[config.mk]
export PLATFORM = sky130hd
export DESIGN_NAME = wb_uart_tx_flat
export DESIGN_NICKNAME = d
export VERILOG_FILES = /design/src/rtl/wb_uart_tx_if.sv /design/src/rtl/wb_uart_tx.sv /design/src/flat_wrapper.sv
export SDC_FILE = /design/constraint.sdc
export NUM_CORES = 1
export LEC_CHECK = 0
export CAP_MARGIN = 20
export CORE_ASPECT_RATIO = 0.9
export CORE_MARGIN = 2
export CORE_UTILIZATION = 27
export CTS_CLUSTER_DIAMETER = 40
export DETAILED_ROUTE_END_ITERATION = 10
export SLEW_MARGIN = 25
export SYNTH_ARGS = -nofsm -noshare
export SYNTH_HDL_FRONTEND = slang
export SYNTH_SLANG_ARGS = --single-unit
[constraint.sdc]
create_clock -name clk -period 4 [get_ports clk]
set_clock_uncertainty 0.15 [all_clocks]
set_input_delay 0.6 -clock clk [delete_from_list [all_inputs] [get_ports clk]]
set_output_delay 0.6 -clock clk [all_outputs]
set_load 0.02 [all_outputs]
[src/rtl/wb_uart_tx_if.sv]
// Write-back stream interface between the processor unit and the UART trace block.
//   we  : write-back strobe, 1 = rwd valid this cycle
//   rwd : write-back data, DW bits
// master drives the stream (processor side); slave receives it (wb_uart_tx).
interface wb_uart_tx_if #(
   parameter int unsigned DW = 32
) ();
   logic          we;
   logic [DW-1:0] rwd;

   modport master (output we, output rwd);
   modport slave  (input we, input rwd);
endinterface

[src/rtl/wb_uart_tx.sv]
// Register write-back tracer: every word written back by the processor is queued in a small
// FIFO and shipped out on a UART line as DW/8 8N1 frames, most-significant byte first.
// The CPU is never stalled; words arriving into a full FIFO are dropped and flagged.
//   clk   : system clock, rising edge
//   rst   : synchronous reset, active low
//   wb    : write-back stream (we, rwd), slave side
//   tx    : UART serial line, idles high, registered
//   busy  : frame in progress or FIFO non-empty, registered
//   ovf   : sticky overflow flag, cleared only by reset
//   level : FIFO occupancy, 0..DEPTH
module wb_uart_tx #(
   parameter int unsigned DW           = 32,
   parameter int unsigned DEPTH        = 8,
   parameter int unsigned CLKS_PER_BIT = 434
) (
   input  logic                     clk,
   input  logic                     rst,
   wb_uart_tx_if.slave              wb,
   output logic                     tx,
   output logic                     busy,
   output logic                     ovf,
   output logic [$clog2(DEPTH):0]   level
);
   localparam int unsigned AW  = $clog2(DEPTH);
   localparam int unsigned NB  = DW / 8;
   localparam int unsigned BW  = (CLKS_PER_BIT > 1) ? $clog2(CLKS_PER_BIT) : 1;
   localparam int unsigned BCW = (NB > 1) ? $clog2(NB) : 1;

   typedef enum logic [1:0] {StIdle, StStart, StData, StStop} state_e;

   logic [DW-1:0]  mem_q [DEPTH];
   logic [DW-1:0]  mem_d [DEPTH];
   logic [AW-1:0]  wr_ptr_q, wr_ptr_d, rd_ptr_q, rd_ptr_d;
   logic [AW:0]    count_q, count_d;
   logic           ovf_q, ovf_d;
   state_e         state_q, state_d;
   logic [BW-1:0]  baud_q, baud_d;
   logic [2:0]     bit_q, bit_d;
   logic [BCW-1:0] byte_q, byte_d;
   logic [DW-1:0]  shreg_q, shreg_d;
   logic           tx_q, tx_d;
   logic           busy_q, busy_d;

   logic           full, pop, push, baud_last;
   logic [7:0]     cur_byte;

   // FIFO: a pop frees a slot in the same edge, so a full FIFO still accepts a push then.
   always_comb begin
      full     = (count_q == (AW+1)'(DEPTH));
      pop      = (state_q == StIdle) && (count_q != '0);
      push     = wb.we && (!full || pop);
      ovf_d    = ovf_q | (wb.we & full & ~pop);
      wr_ptr_d = push ? wr_ptr_q + 1'b1 : wr_ptr_q;
      rd_ptr_d = pop  ? rd_ptr_q + 1'b1 : rd_ptr_q;
      mem_d    = mem_q;
      if (push) begin
         mem_d[wr_ptr_q] = wb.rwd;
      end
      unique case ({push, pop})
         2'b10:   count_d = count_q + 1'b1;
         2'b01:   count_d = count_q - 1'b1;
         default: count_d = count_q;
      endcase
   end

   // Serialiser FSM. The current byte always sits in the top 8 bits of the shift register.
   always_comb begin
      state_d   = state_q;
      baud_d    = baud_q;
      bit_d     = bit_q;
      byte_d    = byte_q;
      shreg_d   = shreg_q;
      baud_last = (baud_q == BW'(CLKS_PER_BIT - 1));
      unique case (state_q)
         StIdle: begin
            if (pop) begin
               shreg_d = mem_q[rd_ptr_q];
               byte_d  = BCW'(NB - 1);
               baud_d  = '0;
               state_d = StStart;
            end
         end
         StStart: begin
            if (baud_last) begin
               baud_d  = '0;
               bit_d   = '0;
               state_d = StData;
            end else begin
               baud_d = baud_q + 1'b1;
            end
         end
         StData: begin
            if (baud_last) begin
               baud_d = '0;
               if (bit_q == 3'd7) begin
                  state_d = StStop;
               end else begin
                  bit_d = bit_q + 3'd1;
               end
            end else begin
               baud_d = baud_q + 1'b1;
            end
         end
         StStop: begin
            if (baud_last) begin
               baud_d = '0;
               if (byte_q != '0) begin
                  byte_d  = byte_q - 1'b1;
                  shreg_d = shreg_q << 8;
                  state_d = StStart;
               end else begin
                  state_d = StIdle;
               end
            end else begin
               baud_d = baud_q + 1'b1;
            end
         end
         default: state_d = StIdle;
      endcase
   end

   // Outputs are computed from next-state so the registered tx lines up with the state.
   always_comb begin
      cur_byte = shreg_d[DW-1 -: 8];
      unique case (state_d)
         StStart: tx_d = 1'b0;
         StData:  tx_d = cur_byte[bit_d];
         default: tx_d = 1'b1;
      endcase
      busy_d = (state_d != StIdle) || (count_d != '0);
   end

   always_ff @(posedge clk) begin
      if (!rst) begin
         wr_ptr_q <= '0;
         rd_ptr_q <= '0;
         count_q  <= '0;
         ovf_q    <= 1'b0;
         state_q  <= StIdle;
         baud_q   <= '0;
         bit_q    <= '0;
         byte_q   <= '0;
         shreg_q  <= '0;
         tx_q     <= 1'b1;
         busy_q   <= 1'b0;
      end else begin
         wr_ptr_q <= wr_ptr_d;
         rd_ptr_q <= rd_ptr_d;
         count_q  <= count_d;
         ovf_q    <= ovf_d;
         state_q  <= state_d;
         baud_q   <= baud_d;
         bit_q    <= bit_d;
         byte_q   <= byte_d;
         shreg_q  <= shreg_d;
         tx_q     <= tx_d;
         busy_q   <= busy_d;
      end
   end

   // Storage needs no reset; the pointers and count define what is valid.
   always_ff @(posedge clk) begin
      mem_q <= mem_d;
   end

   assign tx    = tx_q;
   assign busy  = busy_q;
   assign ovf   = ovf_q;
   assign level = count_q;
endmodule

[src/flat_wrapper.sv]
// flat-port wrapper written by rule: the top's interface ports become plain ports
module wb_uart_tx_flat 
#(
   parameter int unsigned DW           = 32,
   parameter int unsigned DEPTH        = 8,
   parameter int unsigned CLKS_PER_BIT = 434
)
  (clk, rst, tx, busy, ovf, level, wb_we, wb_rwd);
  wb_uart_tx_if #(.DW(DW)) wb_i ();
  input  logic clk;
  input  logic rst;
  output logic tx;
  output logic busy;
  output logic ovf;
  output logic [$clog2(DEPTH):0] level;
  input wire logic [$bits(wb_i.we)-1:0] wb_we;
  input wire logic [$bits(wb_i.rwd)-1:0] wb_rwd;
  assign wb_i.we = wb_we;
  assign wb_i.rwd = wb_rwd;
  wb_uart_tx #(.DW(DW), .DEPTH(DEPTH), .CLKS_PER_BIT(CLKS_PER_BIT)) u_core (.clk(clk), .rst(rst), .wb(wb_i), .tx(tx), .busy(busy), .ovf(ovf), .level(level));
endmodule
; Word level (Yosys, flattened, before mapping)
; Index checks and enable logic that the tools add are counted.
[classes]
n_addsub = 7
mul = 0
n_div = 0
n_lt_le_gt_ge = 4
eq_ne = 13
shift = 0
muxes = 32
n_bitwise = 6
n_reduce_logical = 14
[ops]
columns = operator, count
row1 = bitwise mux 256 bit, 1
row2 = two-way mux 32 bit, 6
row3 = binary-select mux 32 bit (select 3 bit), 1
row4 = demux 32 bit (select 3 bit), 1
row5 = case mux 32 bit (2 select lines), 1
row6 = two-way mux 9 bit, 2
row7 = case mux 9 bit (2 select lines), 1
row8 = two-way mux 2 bit, 8
row9 = adder 3 x 1 -> 3 bit (second input constant), 3
row10 = adder 9 x 1 -> 9 bit (second input constant), 1
row11 = == test 9 bit (second input constant), 1
row12 = two-way mux 3 bit, 3
row13 = == test 2 bit (second input constant), 4
row14 = >= comparator 4 bit (second input constant), 2
row15 = NOT 3 -> 4 bit, 2
row16 = case mux 2 bit (4 select lines), 1
row17 = case mux 4 bit (2 select lines), 1
row18 = nonzero test 4 bit, 2
row19 = == test 2 x 1 -> 1 bit (second input constant), 3
row20 = inequality test 2 x 1 -> 1 bit (second input constant), 3
row21 = case mux 3 bit (2 select lines), 1
row22 = nonzero test 2 bit, 3
row23 = adder 4 x 1 -> 4 bit (second input constant), 1
row24 = == test 4 bit (second input constant), 1
row25 = 18 further kinds, 23
[totals]
reg_bits = 317
latch_bits = 0
mem_bits_rw = 0
rom_bits = 0
inputBits = 35
out_inout_bits = 7
word_cells = 96
memories = 0

; Logic depth before layout (Yosys ltp)
; Gate-level depths: netlist (run 1).
[depth]
word_depth = 9
mapped_depth = 13

; Least setup slack after synthesis (run 1)
; No wires, ideal clock.
[synth_path]
path_kind = reg-to-reg
from = register u_core.state_q[0]
to = register u_core.mem_q[224] (netlist name), enable pin
setup_ns = 0.461
arrival_ns = 3.391
t_required_ns = 3.389
slack_ns = -0.002
stages_incl_launch_ff = 7
n_path_buf = 1
cell_sequence = dfxtp_1 inv_1 ha_1 clkbuf_1 o21a_4 nand2b_1 nor3_1
[synth_via]
elab_chain_len = 4
[synth_lines]
columns = item, line
row1 = from (decl), wb_uart_tx.sv:36  ; state_e state_q, state_d;
row2 = from (signal assigned), wb_uart_tx.sv:139  ; state_q <= StIdle;
row3 = from (signal assigned), wb_uart_tx.sv:151  ; state_q <= state_d;
row4 = logical NOT 2 bit, wb_uart_tx.sv:50  ; pop = (state_q == StIdle) && (count_q != '0);
row5 = logical AND 1 bit, wb_uart_tx.sv:50
row6 = logical OR 1 bit, wb_uart_tx.sv:51  ; push = wb.we && (!full || pop);
row7 = logical AND 1 bit, wb_uart_tx.sv:51
row8 = to (signal assigned), wb_uart_tx.sv:163  ; mem_q <= mem_d;
row9 = to (decl), wb_uart_tx.sv:31  ; logic [DW-1:0] mem_q [DEPTH];
; No other way between the ends.
; A chain may end at the register's enable or synchronous reset.

; Worst setup path in the final report (run 1)
[layout_path]
from = register u_core.baud_q[2]
to = register u_core.tx_q, in the netlist u_core.tx
[layout_via]
elab_chain_len = 6
[layout_lines]
columns = item, line
row1 = from (decl), wb_uart_tx.sv:37  ; logic [BW-1:0] baud_q, baud_d;
row2 = from (signal assigned), wb_uart_tx.sv:152  ; baud_q <= baud_d;
row3 = == test 9 bit (*), wb_uart_tx.sv:73  ; baud_last = (baud_q == BW'(CLKS_PER_BIT - 1));
row4 = two-way mux 32 bit (tied with other cells), wb_uart_tx.sv:105  ; if (baud_last) begin
row5 = case mux 32 bit (2 select lines) / case mux 3 bit (2 select lines) (equally long branches), wb_uart_tx.sv:74  ; unique case (state_q)
row6 = binary-select mux 1 bit (select 3 bit), wb_uart_tx.sv:127  ; StData: tx_d = cur_byte[bit_d];
row7 = two-way mux 1 bit (implied by the code), wb_uart_tx.sv:127
row8 = case mux 1 bit (2 select lines) (*), wb_uart_tx.sv:125  ; unique case (state_d)
row9 = to (signal assigned), wb_uart_tx.sv:156  ; tx_q <= tx_d;
row10 = to (decl), wb_uart_tx.sv:41  ; logic tx_q, tx_d;
; Mark *: on every way between the ends. The rest lies on a longest branch, timed or not. The select of a mux whose other input is x is not followed.

==> impl_metrics.prom, run 1 <==
# TYPE chip_impl_metric gauge
chip_impl_metric{name="htree_num_levels",unit=""} 2
chip_impl_metric{name="timing.final.crit_share",unit="%"} 73.58
chip_impl_metric{name="timing.final.setup_violations",unit=""} 0
chip_impl_metric{name="power.leakage",unit="nW"} 4.975
chip_impl_info{name="root_buffer",value="sky130_fd_sc_hd__clkbuf_16"} 1
chip_impl_info{name="status",value="finished, final reports clean"} 1
chip_impl_metric{name="place_hpwl",unit="um"} 16710
chip_impl_metric{name="synth-edff-count",unit=""} 256
chip_impl_metric{name="placed_area",unit="sq um"} 14040
chip_impl_metric{name="dieArea",unit="sq um"} 49040
chip_impl_metric{name="use_met2",unit="%"} 16.34
chip_impl_metric{name="wire_per_inst",unit="um"} 18.04
chip_impl_metric{name="worst_endpoint_required_time",unit="ns"} 4.26
chip_impl_metric{name="async_flop_share",unit="%"} 0
chip_impl_info{name="worst_path_most_repeated_cell",value="sky130_fd_sc_hd__a31oi_1"} 1
chip_impl_info{name="tritoncts",value="done"} 1
chip_impl_metric{name="synth_largest_type_area_fraction",unit="%"} 60.22
chip_impl_metric{name="yosysWarnings",unit=""} 0
chip_impl_metric{name="clkSlewWorstSetupHoldPaths",unit="ns"} 0.05
chip_impl_info{name="synthTopCellsByArea",value="sky130_fd_sc_hd__edfxtp_1 (60%), sky130_fd_sc_hd__mux4_2 (11%), sky130_fd_sc_hd__dfxtp_1 (9.6%)"} 1
chip_impl_metric{name="post_cts_hold_buffers",unit=""} 0
chip_impl_metric{name="multi_input_area",unit="sq um"} 3685
chip_impl_metric{name="area.sequential",unit="sq um"} 8915
chip_impl_info{name="critical-path-slowest-cell",value="sky130_fd_sc_hd__or4b_4"} 1
chip_impl_metric{name="combPwrFrac",unit="%"} 21.5
chip_impl_metric{name="finish.instance_area",unit="sq um"} 15520
chip_impl_metric{name="final-hold-violation-count",unit=""} 0
chip_impl_metric{name="ctsLongestPathBuffers",unit=""} 3
chip_impl_info{name="critPathKind",value="reg -> reg"} 1
chip_impl_metric{name="worst_slew_pin_slew",unit="ns"} 0.7372
chip_impl_metric{name="place_ws",unit="ns"} 0.9732
chip_impl_info{name="post_synth_top_area_cell",value="sky130_fd_sc_hd__edfxtp_1"} 1
chip_impl_metric{name="die_width",unit="um"} 233.2
chip_impl_metric{name="postSynthRegisterBits",unit=""} 317
chip_impl_metric{name="first_iter_violations",unit=""} 457
chip_impl_metric{name="post_route_cells_drive_above_1_share",unit="%"} 20.55
chip_impl_metric{name="share_clk_of_total_power",unit="%"} 39.1
chip_impl_info{name="worstSetupEndpointType",value="flop"} 1
chip_impl_info{name="busiest_grt_layer",value="met2"} 1
chip_impl_metric{name="achievable-frequency",unit="MHz"} 339.8
chip_impl_metric{name="route.detailed.vias_per_inst",unit=""} 4.588
chip_impl_metric{name="power.net_switching",unit="W"} 0.002908
chip_impl_metric{name="die_height",unit="um"} 210.3
chip_impl_metric{name="maxSlewHeadroom",unit="%"} 50.85
chip_impl_metric{name="floorplan.initialDensity",unit="%"} 27.37
chip_impl_metric{name="clock_insertion_delay_worst_skew",unit="ns"} 0.54
chip_impl_metric{name="gp_congestion",unit=""} 0.7380
chip_impl_metric{name="synth-seq-area-share",unit="%"} 69.78
chip_impl_metric{name="grt-ovfl-total",unit=""} 0
chip_impl_metric{name="core_area",unit="sq um"} 46640
chip_impl_metric{name="grt_util_all_layers",unit="%"} 11.13
chip_impl_metric{name="maxCapViolCount",unit=""} 0
chip_impl_metric{name="netSwitchingFraction",unit="%"} 28.91
chip_impl_metric{name="first_global_vias",unit=""} 6886
chip_impl_metric{name="routed_antenna_nets",unit=""} 0
chip_impl_metric{name="synth_cell_type_count",unit=""} 57
chip_impl_metric{name="power_per_cell_area",unit="nW/um^2"} 647.9
chip_impl_info{name="path_cells",value="or4b_4 > nor4_4 > buf_4 > or3_1 > a31oi_1 > a21oi_1 > o22ai_1 > ha_1 > and2_1 > a31oi_1 > o311ai_1"} 1
chip_impl_metric{name="vias",unit=""} 6845
chip_impl_metric{name="fp-row-count",unit=""} 75
chip_impl_metric{name="crit_path_max_fanout",unit=""} 21
chip_impl_metric{name="avgSynthCellArea",unit="sq um"} 16.45
chip_impl_metric{name="fillers",unit=""} 4404
chip_impl_info{name="grt_setup_unrepaired",value="false"} 1
chip_impl_metric{name="finalWirelength",unit="um"} 26910
chip_impl_metric{name="final_max_slew_viol_count",unit=""} 0
chip_impl_metric{name="ir_drop_worst_case_vdd",unit="mV"} 0.2867
chip_impl_info{name="hp-class",value="reg -> reg"} 1
chip_impl_metric{name="grt_first_pass_wirelength",unit="um"} 41720
chip_impl_metric{name="fin_setup_tns",unit="ns"} 0
chip_impl_metric{name="cts.repair_timing.setup_buffer_count",unit=""} 0
chip_impl_metric{name="timing.critical_path.slowest_cell_delay",unit="ns"} 0.60
chip_impl_metric{name="synthToLayoutAreaGrowth",unit="%"} 21.57
chip_impl_metric{name="clkSinkCount",unit=""} 317
chip_impl_metric{name="drcViolationCount",unit=""} 0
chip_impl_metric{name="crit_arrival",unit="ns"} 3.21
chip_impl_metric{name="cts_buffers",unit=""} 42
chip_impl_metric{name="groute.layer.met1.usage",unit="%"} 16.30
chip_impl_metric{name="grt_antenna_before_repair",unit=""} 1
chip_impl_metric{name="count_of_buffers_from_port_buffering",unit=""} 41
chip_impl_metric{name="number_of_top_level_design_ports",unit=""} 42
chip_impl_info{name="startpoint_type",value="flop"} 1
chip_impl_metric{name="pwr-share-seq",unit="%"} 39.4
chip_impl_metric{name="antenna_cells_inserted",unit=""} 0
chip_impl_metric{name="post_cts_resized",unit=""} 0
chip_impl_metric{name="cell_internal_pwr",unit="W"} 0.007148
chip_impl_metric{name="final_nets",unit=""} 892
chip_impl_info{name="yosys_most_used_dff",value="sky130_fd_sc_hd__edfxtp_1"} 1
chip_impl_metric{name="synth.net_count",unit=""} 825
chip_impl_metric{name="finalWorstPathRequiredPeriod",unit="ns"} 2.943
chip_impl_metric{name="postLayoutSetupSlackWorst",unit="ns"} 1.057
chip_impl_metric{name="groute.layer.met3.usage",unit="%"} 2.638
chip_impl_metric{name="synthesis.instances",unit=""} 776
chip_impl_metric{name="total_buffers_and_inverters_traversed_by_the_critical_path",unit=""} 1
chip_impl_metric{name="synth.cell_area",unit="sq um"} 12770
chip_impl_metric{name="grt_max_degree",unit=""} 42
chip_impl_metric{name="drt-pass1-iter-count",unit=""} 5
chip_impl_info{name="critical_path.top_delay_family",value="simple AND/OR/NAND/NOR gates"} 1
==> cell type report <==
class                   instances  area share [%]
flip-flops and latches        317           57.44
multi-input cells             406           23.74
clock buffers                  47           7.030
well taps                     616           4.966
repair buffers                 64           3.999
clock inverters                30           2.531
inverters                      12          0.2902
==> logic make-up after synthesis <==
group	after synthesis	synth area share (%)
AND/OR/NAND/NOR	191	7.890
adder cells (fa/ha/maj)	14	1.372
flip-flops	317	69.78
XOR/XNOR	6	0.4116
multiplexers	102	14.11
buffers and inverters	53	1.833
AO/OA/AOI/OAI	93	4.597
==> cell usage in the layout, fill, tap and decap left out, types with 3 or more instances in the layout <==
cell                              count
sky130_fd_sc_hd__nor3b_1              3
sky130_fd_sc_hd__a21oi_1             34
sky130_fd_sc_hd__clkbuf_16           43
sky130_fd_sc_hd__o21ai_1              5
sky130_fd_sc_hd__buf_12               3
sky130_fd_sc_hd__nor3_1              12
sky130_fd_sc_hd__nor2_4               6
sky130_fd_sc_hd__xnor2_1              4
sky130_fd_sc_hd__a21boi_0             3
sky130_fd_sc_hd__buf_4               20
sky130_fd_sc_hd__a221oi_1             6
sky130_fd_sc_hd__nor2b_1             21
sky130_fd_sc_hd__ha_1                14
sky130_fd_sc_hd__nand2b_1             8
sky130_fd_sc_hd__nand2_1             40
sky130_fd_sc_hd__a31oi_1              3
sky130_fd_sc_hd__mux4_2              62
sky130_fd_sc_hd__and2_1              29
sky130_fd_sc_hd__clkdlybuf4s50_1     41
sky130_fd_sc_hd__mux2i_1             36
sky130_fd_sc_hd__inv_6                5
sky130_fd_sc_hd__inv_1               12
sky130_fd_sc_hd__mux2_2               4
sky130_fd_sc_hd__clkinv_1             5
sky130_fd_sc_hd__and3_1               5
sky130_fd_sc_hd__nand3_1             13
sky130_fd_sc_hd__edfxtp_1           256
sky130_fd_sc_hd__o21ai_0             21
sky130_fd_sc_hd__clkbuf_1             4
sky130_fd_sc_hd__dfxtp_1             58
sky130_fd_sc_hd__o22ai_1              5
sky130_fd_sc_hd__nor2_1              36
sky130_fd_sc_hd__inv_8                3
sky130_fd_sc_hd__clkinv_2             5
sky130_fd_sc_hd__bufinv_16            7
==> registers in the layout, indices dropped and copies added, names as in the netlist <==
register / count
u_core.ovf: 1
u_core.state_q: 2
u_core.shreg_q: 32
u_core.mem_q: 256
u_core.level: 4
u_core.baud_q: 9
u_core.tx: 1
u_core.bit_q: 3
u_core.byte_q: 2
u_core.busy: 1
u_core.wr_ptr_q: 3
u_core.rd_ptr_q: 3
==> worst paths after layout <==
path | from | end | slack, ns | cells past startpoint
worst min register to register | u_core.byte_q[1] | u_core.byte_q[1] | 0.31 | 2
worst max register to register | u_core.baud_q[2] | u_core.tx | 1.06 | 11
worst min-delay path | u_core.byte_q[1] | u_core.byte_q[1] | 0.31 | 2
worst max-delay path | u_core.baud_q[2] | u_core.tx | 1.06 | 11
==> through the flow <==
stage	util [%]	total power (W)	cells	hold WS, ns
2_1_floorplan	-	0.005552	776	0.2807
3_3_place_gp	30.10	0.006193	1415	0.2890
3_5_place_dp	30.10	0.006214	1415	0.3055
4_1_cts	33.28	0.01017	1492	0.3131
5_1_grt	33.28	0.01054	1492	0.3472
6_report	33.28	0.01006	1492	0.3145
==> synthesized netlist by cell type, drive strengths merged (2+ instances only) <==
cell type    n
a21boi       3
a21oi       35
a221oi       6
a31oi        3
and2        29
and2b        2
and3         5
buf         24
clkbuf      17
dfxtp       61
edfxtp     256
ha          14
inv         12
mux2         4
mux2i       36
mux4        62
nand2       40
nand2b       8
nand3       14
nand4        2
nor2        43
nor2b       21
nor3        14
nor3b        3
nor4         2
o211a        2
o21a         2
o21ai       27
o22ai        5
or4b         3
xnor2        4
xor2         2
==> metal layers <==
metal	part of all wire, %	routed length (um)
met3	6.0	1621
met2	44	11830
met4	1.8	492
met1	48	12970
met5	0	0
==> worst reg2reg max path: stages, from the launching register on <==
cell	delay, ns
sky130_fd_sc_hd__dfxtp_1	0.35
sky130_fd_sc_hd__or4b_4	0.61
sky130_fd_sc_hd__nor4_4	0.22
sky130_fd_sc_hd__buf_4	0.28
sky130_fd_sc_hd__or3_1	0.19
sky130_fd_sc_hd__a31oi_1	0.05
sky130_fd_sc_hd__a21oi_1	0.18
sky130_fd_sc_hd__o22ai_1	0.14
sky130_fd_sc_hd__ha_1	0.23
sky130_fd_sc_hd__and2_1	0.15
sky130_fd_sc_hd__a31oi_1	0.16
sky130_fd_sc_hd__o311ai_1	0.11
==> power groups by stage <==
stage | clock network (W) | logic [W] | registers, W
CTS | 0.00402 | 0.00219 | 0.00396
global placement | 0 | 0.00216 | 0.00403
floorplan | 0 | 0.00161 | 0.00394
global route | 0.00415 | 0.00240 | 0.00399
finish | 0.00393 | 0.00216 | 0.00396
detailed placement | 0 | 0.00218 | 0.00403
No activity file was read; power rests on OpenSTA's default activity.
==> run 2, diff against run 1 <==
clock period = 2.7 ns   (was 4 ns; I/O delays follow)
==> run 2 against run 1 <==
  * Sequential power increased by 46%
  * Count of clock-buffer cells in the layout decreased by 6
  * Non-clock buffer count grew 23
  * Maximum frequency up 12%
  * First-iteration DRC count grew 6.8%
  * Critical path depth unchanged
  * Hold slack got worse by 0.0090 ns
  * Cell count is 1.0% higher
  * Largest power group unchanged
  * Worst setup slack got worse by 1.0 ns
  * Via count up 0.57%
==> impl_metrics.prom, run 2 (same netlist as run 1, synthesis figures left out) <==
# TYPE chip_impl_metric gauge
chip_impl_metric{name="grt_antenna_before_repair",unit=""} 1
chip_impl_info{name="layout.cells.most_common_list",value="sky130_fd_sc_hd__edfxtp_1 (256), sky130_fd_sc_hd__mux4_2 (62), sky130_fd_sc_hd__dfxtp_1 (57)"} 1
chip_impl_metric{name="clkSinkCount",unit=""} 317
chip_impl_metric{name="timing.final.setup_violations",unit=""} 0
chip_impl_info{name="most_common_cell_after_layout_fill_and_taps_aside",value="sky130_fd_sc_hd__edfxtp_1"} 1
chip_impl_metric{name="count_of_buffers_from_port_buffering",unit=""} 41
chip_impl_info{name="status",value="finished, final reports clean"} 1
chip_impl_metric{name="maxCapViolCount",unit=""} 0
chip_impl_metric{name="first_global_vias",unit=""} 6937
chip_impl_metric{name="number_of_cells_on_the_worst_hold_path",unit=""} 2
chip_impl_metric{name="grt_max_degree",unit=""} 62
chip_impl_metric{name="route.detailed.vias_per_inst",unit=""} 4.568
chip_impl_info{name="hp-class",value="reg -> reg"} 1
chip_impl_metric{name="core_area",unit="sq um"} 46640
chip_impl_metric{name="finalWirelength",unit="um"} 26230
chip_impl_metric{name="final-hold-violation-count",unit=""} 0
chip_impl_metric{name="fillers",unit=""} 4403
chip_impl_metric{name="gp_congestion",unit=""} 0.7759
chip_impl_info{name="critical_path.reg2reg.startpoint",value="u_core.baud_q[6]"} 1
chip_impl_metric{name="fin_setup_tns",unit="ns"} 0
chip_impl_info{name="hold_path.startpoint",value="u_core.byte_q[1]"} 1
chip_impl_info{name="grt_setup_unrepaired",value="true"} 1
chip_impl_metric{name="grt-ovfl-total",unit=""} 0
chip_impl_metric{name="worst_r2r_path_cells",unit=""} 11
chip_impl_metric{name="cts_buffers",unit=""} 38
chip_impl_metric{name="combPwrFrac",unit="%"} 24.0
chip_impl_metric{name="ctsLongestPathBuffers",unit=""} 3
chip_impl_metric{name="crit_path_max_fanout",unit=""} 3
chip_impl_metric{name="finalWorstPathRequiredPeriod",unit="ns"} 2.638
chip_impl_metric{name="antenna_cells_inserted",unit=""} 0
chip_impl_info{name="startpoint",value="u_core.baud_q[6]"} 1
chip_impl_metric{name="ir_drop_worst_case_vdd",unit="mV"} 0.4769
chip_impl_info{name="most_flops_register",value="u_core.mem_q"} 1
chip_impl_info{name="critical-path-slowest-cell",value="sky130_fd_sc_hd__or4b_4"} 1
chip_impl_metric{name="wire_per_inst",unit="um"} 17.41
chip_impl_metric{name="multi_input_area",unit="sq um"} 3741
chip_impl_metric{name="power_per_cell_area",unit="nW/um^2"} 915.1
chip_impl_metric{name="die_height",unit="um"} 210.3
chip_impl_metric{name="worst_endpoint_required_time",unit="ns"} 2.94
chip_impl_metric{name="share_clk_of_total_power",unit="%"} 35.4
chip_impl_info{name="worstSetupEndpointType",value="flop"} 1
chip_impl_metric{name="htree_num_levels",unit=""} 2
chip_impl_metric{name="grt_first_pass_wirelength",unit="um"} 40680
chip_impl_metric{name="max_reg_flops",unit=""} 256
chip_impl_metric{name="worst_slew_pin_slew",unit="ns"} 0.5071
chip_impl_metric{name="netSwitchingFraction",unit="%"} 29.14
chip_impl_metric{name="timing.final.crit_share",unit="%"} 97.70
chip_impl_metric{name="place_hpwl",unit="um"} 15510
chip_impl_metric{name="crit_arrival",unit="ns"} 2.88
chip_impl_info{name="top_regs",value="u_core.mem_q (256), u_core.shreg_q (32), u_core.baud_q (9)"} 1
chip_impl_metric{name="floorplan.initialDensity",unit="%"} 27.37
chip_impl_metric{name="drcViolationCount",unit=""} 0
chip_impl_metric{name="power.net_switching",unit="W"} 0.004172
chip_impl_metric{name="number_of_top_level_design_ports",unit=""} 42
chip_impl_metric{name="fp-row-count",unit=""} 75
chip_impl_metric{name="achievable-frequency",unit="MHz"} 379.1
chip_impl_info{name="critPathKind",value="reg -> reg"} 1
chip_impl_metric{name="final_max_slew_viol_count",unit=""} 0
chip_impl_metric{name="power.leakage",unit="nW"} 5.005
chip_impl_metric{name="synthToLayoutAreaGrowth",unit="%"} 22.56
chip_impl_info{name="startpoint_type",value="flop"} 1
chip_impl_metric{name="maxSlewHeadroom",unit="%"} 66.19
chip_impl_metric{name="final_nets",unit=""} 911
chip_impl_metric{name="clock_insertion_delay_worst_skew",unit="ns"} 0.53
chip_impl_metric{name="drt-pass1-iter-count",unit=""} 6
chip_impl_metric{name="cell_internal_pwr",unit="W"} 0.01015
chip_impl_info{name="root_buffer",value="sky130_fd_sc_hd__clkbuf_16"} 1
chip_impl_metric{name="hold_ws",unit="ns"} 0.3054
chip_impl_metric{name="post_route_cells_drive_above_1_share",unit="%"} 23.46
chip_impl_info{name="path_cells",value="or4b_4 > buf_4 > nor4_4 > or3_4 > a31oi_2 > a21oi_2 > o22ai_2 > ha_1 > and2_1 > a31oi_1 > o311ai_1"} 1
chip_impl_metric{name="first_iter_violations",unit=""} 488
chip_impl_metric{name="post_cts_hold_buffers",unit=""} 0
chip_impl_metric{name="dieArea",unit="sq um"} 49040
chip_impl_metric{name="die_width",unit="um"} 233.2
chip_impl_metric{name="grt_util_all_layers",unit="%"} 10.79
chip_impl_metric{name="vias",unit=""} 6884
chip_impl_metric{name="timing.critical_path.slowest_cell_delay",unit="ns"} 0.57
chip_impl_metric{name="pwr-share-seq",unit="%"} 40.5
chip_impl_metric{name="routed_antenna_nets",unit=""} 0
chip_impl_metric{name="clkSlewWorstSetupHoldPaths",unit="ns"} 0.06
chip_impl_metric{name="area.sequential",unit="sq um"} 8916
chip_impl_info{name="tritoncts",value="done"} 1
==> run 2: cell type report <==
type,instances,share of cell area (%)
sequential,317,56.99
multi-input combinational,406,23.91
clock buffer,41,6.349
timing repair buffer,87,5.734
tap,616,4.926
clock inverter,28,1.807
inverter,12,0.2879
==> run 2: worst paths after layout <==
| kind | endpoint | slack [ns] |
|---|---|---|
| setup reg to reg | u_core.tx | 0.06 |
| setup / recovery | u_core.tx | 0.06 |
| hold / removal | u_core.byte_q[1] | 0.31 |
| hold reg to reg | u_core.byte_q[1] | 0.31 |
==> run 2: power by group through the flow <==
| stage | sequential, W | combinational (W) | clock, W |
|---|---|---|---|
| 3_5_place_dp | 0.00590 | 0.00336 | 0 |
| 2_1_floorplan | 0.00583 | 0.00239 | 0 |
| 5_1_grt | 0.00584 | 0.00381 | 0.00542 |
| 4_1_cts | 0.00580 | 0.00338 | 0.00522 |
| 6_report | 0.00580 | 0.00344 | 0.00508 |
| 3_3_place_gp | 0.00590 | 0.00334 | 0 |
==> run 2: critical path: cells and delay by family, from the launching register on <==
| family | cells | cell delay, ns |
|---|---|---|
| adder cells (fa/ha/maj) | 1 | 0.22 |
| buffers and inverters | 1 | 0.16 |
| AND/OR/NAND/NOR | 4 | 1.09 |
| AO/OA/AOI/OAI | 5 | 0.58 |
| flip-flops | 1 | 0.32 |
==> run 2: what timing repair did <==
item | CTS | global route
hold endpoints to repair | 0 | 0
setup buffers | 0 | 3
gates resized for setup | 0 | 15
endpoints found under the setup margin | 1 | 12
pin swaps | 1 | 7
==> run 2: through the flow <==
step	setup WS, ns	total power, W	util, %	cells	instance area [sq um]
3_5_place_dp	0.03732	0.009267	30.65	1435	14290
4_1_cts	0.01461	0.01441	33.38	1504	15570
3_3_place_gp	0.08286	0.009231	30.65	1435	14290
5_1_grt	-0.08769	0.01507	33.55	1507	15650
6_report	0.06198	0.01432	33.55	1507	15650
2_1_floorplan	-0.4452	0.008225	-	776	12780
==> run 2: per-layer routing <==
metal | share of wire [%] | GRT usage (%) | wire [um]
met5 | 0.046 | 0 | 12
met4 | 1.7 | 2.899 | 450
met3 | 5.5 | 2.192 | 1435
met2 | 45 | 16.53 | 11900
met1 | 47 | 15.57 | 12430
==> run 3, diff against run 2 <==
CTS_BUF_LIST = sky130_fd_sc_hd__clkbuf_4 sky130_fd_sc_hd__clkbuf_8   (was default)
CTS_CLUSTER_SIZE = 24   (was default)
==> run 3 against run 2 <==
  * Critical path depth decreased by 1
  * Critical endpoint is now u_core.busy
  * First-iteration DRC count decreased by 0.20%
  * Worst setup slack got worse by 0.019 ns
  * Final area decreased by 3.6%
  * Register-to-register slack got worse by 0.02 ns
  * Hold slack improved by 0.0036 ns
  * Wire length decreased by 0.68%
  * Via count decreased by 1.3%
  * Count of clock-buffer cells in the layout decreased by 4
  * Die area unchanged
==> impl_metrics.prom, run 3 (same netlist as run 1, synthesis figures left out) <==
# TYPE chip_impl_metric gauge
chip_impl_metric{name="finalWirelength",unit="um"} 26060
chip_impl_metric{name="cp.depth",unit=""} 10
chip_impl_metric{name="cts_buffers",unit=""} 34
chip_impl_metric{name="grt_first_pass_wirelength",unit="um"} 40120
chip_impl_metric{name="dieArea",unit="sq um"} 49040
chip_impl_metric{name="first_iter_violations",unit=""} 487
chip_impl_metric{name="clkSinkCount",unit=""} 317
chip_impl_info{name="cp-endpoint",value="u_core.busy"} 1
chip_impl_info{name="hp-class",value="reg -> reg"} 1
chip_impl_info{name="layout.cells.most_common_list",value="sky130_fd_sc_hd__edfxtp_1 (256), sky130_fd_sc_hd__mux4_2 (62), sky130_fd_sc_hd__dfxtp_1 (58)"} 1
chip_impl_metric{name="die_height",unit="um"} 210.3
chip_impl_info{name="top_regs",value="u_core.mem_q (256), u_core.shreg_q (32), u_core.baud_q (9)"} 1
chip_impl_info{name="critical-path-slowest-cell",value="sky130_fd_sc_hd__dfxtp_1"} 1
chip_impl_metric{name="floorplan.initialDensity",unit="%"} 27.37
chip_impl_metric{name="wire_per_inst",unit="um"} 17.42
chip_impl_metric{name="finish.instance_area",unit="sq um"} 15080
chip_impl_metric{name="maxCapViolCount",unit=""} 0
chip_impl_metric{name="vias",unit=""} 6793
chip_impl_metric{name="drt-pass1-iter-count",unit=""} 5
chip_impl_metric{name="die_width",unit="um"} 233.2
chip_impl_metric{name="final-hold-violation-count",unit=""} 0
chip_impl_metric{name="count_of_buffers_from_port_buffering",unit=""} 41
chip_impl_metric{name="grt-ovfl-total",unit=""} 0
chip_impl_metric{name="placed_area",unit="sq um"} 14290
chip_impl_info{name="hold_path.startpoint",value="u_core.byte_q[1]"} 1
chip_impl_metric{name="synthToLayoutAreaGrowth",unit="%"} 18.15
chip_impl_info{name="tritoncts",value="done"} 1
chip_impl_metric{name="r2r_setup_slack",unit="ns"} 0.04
chip_impl_metric{name="timing.critical_path.slowest_cell_delay",unit="ns"} 0.38
chip_impl_metric{name="worst_r2r_path_cells",unit=""} 10
chip_impl_metric{name="power_per_cell_area",unit="nW/um^2"} 837.3
chip_impl_metric{name="clock_insertion_delay_worst_skew",unit="ns"} 0.54
chip_impl_metric{name="timing.final.crit_share",unit="%"} 98.40
chip_impl_metric{name="grt_antenna_before_repair",unit=""} 1
chip_impl_metric{name="post_route_cells_drive_above_1_share",unit="%"} 22.61
chip_impl_info{name="startpoint_type",value="flop"} 1
chip_impl_info{name="status",value="finished, final reports clean"} 1
chip_impl_metric{name="ctsLongestPathBuffers",unit=""} 3
chip_impl_info{name="path_cells",value="inv_1 > ha_1 > nand2b_1 > nor2_1 > xor2_1 > ha_1 > nor2_1 > a32oi_1 > xnor2_1 > o31a_1"} 1
chip_impl_metric{name="final_nets",unit=""} 904
chip_impl_metric{name="max_reg_flops",unit=""} 256
chip_impl_metric{name="grt_max_degree",unit=""} 62
chip_impl_info{name="most_common_cell_after_layout_fill_and_taps_aside",value="sky130_fd_sc_hd__edfxtp_1"} 1
chip_impl_info{name="root_buffer",value="sky130_fd_sc_hd__clkbuf_8"} 1
chip_impl_info{name="critPathKind",value="reg -> reg"} 1
chip_impl_metric{name="achievable-frequency",unit="MHz"} 376.4
chip_impl_metric{name="number_of_top_level_design_ports",unit=""} 42
chip_impl_metric{name="fillers",unit=""} 4448
chip_impl_metric{name="drcViolationCount",unit=""} 0
chip_impl_metric{name="htree_num_levels",unit=""} 2
chip_impl_metric{name="worst_slew_pin_slew",unit="ns"} 0.5062
chip_impl_info{name="worst_reg2reg_path_endpoint",value="u_core.busy"} 1
chip_impl_metric{name="area.sequential",unit="sq um"} 8915
chip_impl_metric{name="gp_congestion",unit=""} 0.7759
chip_impl_metric{name="worst_endpoint_required_time",unit="ns"} 2.98
chip_impl_metric{name="finish.cell_count_without_fillers",unit=""} 1496
chip_impl_metric{name="final_max_slew_viol_count",unit=""} 0
chip_impl_metric{name="power.leakage",unit="nW"} 4.755
chip_impl_metric{name="multi_input_area",unit="sq um"} 3716
chip_impl_metric{name="route.detailed.vias_per_inst",unit=""} 4.541
chip_impl_metric{name="post_cts_hold_buffers",unit=""} 0
chip_impl_info{name="critical_path.reg2reg.startpoint",value="u_core.state_q[0]"} 1
chip_impl_metric{name="power.total",unit="W"} 0.01263
chip_impl_metric{name="place_hpwl",unit="um"} 15510
chip_impl_metric{name="maxSlewHeadroom",unit="%"} 66.25
chip_impl_metric{name="grt_util_all_layers",unit="%"} 10.67
chip_impl_metric{name="first_global_vias",unit=""} 6819
chip_impl_info{name="critical_path.top_delay_family",value="simple AND/OR/NAND/NOR gates"} 1
chip_impl_metric{name="core_area",unit="sq um"} 46640
chip_impl_metric{name="timing.final.setup_violations",unit=""} 0
chip_impl_info{name="startpoint",value="u_core.state_q[0]"} 1
chip_impl_metric{name="dp_cells",unit=""} 1435
chip_impl_metric{name="finalWorstPathRequiredPeriod",unit="ns"} 2.657
chip_impl_metric{name="fp-row-count",unit=""} 75
chip_impl_metric{name="total_buffers_and_inverters_traversed_by_the_critical_path",unit=""} 1
chip_impl_info{name="worstSetupEndpointType",value="flop"} 1
chip_impl_metric{name="cts.repair_timing.setup_buffer_count",unit=""} 0
chip_impl_info{name="most_flops_register",value="u_core.mem_q"} 1
chip_impl_metric{name="routed_antenna_nets",unit=""} 0
chip_impl_info{name="grt_setup_unrepaired",value="true"} 1
chip_impl_metric{name="antenna_cells_inserted",unit=""} 0
chip_impl_metric{name="crit_arrival",unit="ns"} 2.94
chip_impl_metric{name="crit_path_max_fanout",unit=""} 6
chip_impl_metric{name="ir_drop_worst_case_vdd",unit="mV"} 0.4510
chip_impl_metric{name="clkSlewWorstSetupHoldPaths",unit="ns"} 0.09
==> run 3: cell type report <==
type / count / share of cell area, %
Timing Repair Buffer: 84 / 5.774
Multi-Input combinational cell: 406 / 24.64
Clock buffer: 37 / 3.293
Inverter: 12 / 0.2986
Clock inverter: 24 / 1.783
Tap cell: 616 / 5.110
Sequential cell: 317 / 59.10
==> run 3: routing by layer <==
layer	wire (um)	share of wire (%)	global-route usage, %	up-vias
met5	12	0.046	0	-
met4	394	1.5	2.723	2
met3	1285	4.9	2.246	31
met2	11750	45	16.29	138
met1	12620	48	15.46	3446
li1	-	-	-	3176
==> run 3: what timing repair did <==
action / CTS / global route
setup endpoints to repair: 0 / 12
resized for setup: 0 / 6
hold endpoints to repair: 0 / 0
==> run 3: where the power goes <==
part	internal (W)	total, W	switching (W)
Clock	0.00162	0.00345	0.00183
Sequential	0.00558	0.00579	0.000218
Combinational	0.00150	0.00338	0.00188
==> run 3: metrics by stage <==
| step | setup WS, ns | hold slack [ns] | TNS, ns | util, % |
|---|---|---|---|---|
| floorplan | -0.4452 | 0.2807 | -91.16 | - |
| global placement | 0.08286 | 0.2894 | 0 | 30.65 |
| detailed placement | 0.03732 | 0.2989 | 0 | 30.65 |
| CTS | 0.02054 | 0.3109 | 0 | 32.29 |
| global route | -0.08410 | 0.3420 | -0.1087 | 32.34 |
| finish | 0.04323 | 0.3090 | 0 | 32.34 |
==> run 3: worst min-delay path by stage <==
stage | end | depth (start not counted) | slack, ns
floorplan | u_core.byte_q[1] | 2 | 0.28
global placement | u_core.byte_q[1] | 2 | 0.29
detailed placement | u_core.byte_q[1] | 2 | 0.30
CTS | u_core.byte_q[1] | 2 | 0.31
global route | u_core.byte_q[1] | 2 | 0.34
finish | u_core.byte_q[1] | 2 | 0.31
==> run 3: worst min-delay path, stage by stage (launching register included) <==
cell	delay [ns]
sky130_fd_sc_hd__dfxtp_1	0.30
sky130_fd_sc_hd__inv_1	0.06
sky130_fd_sc_hd__a21oi_1	0.06
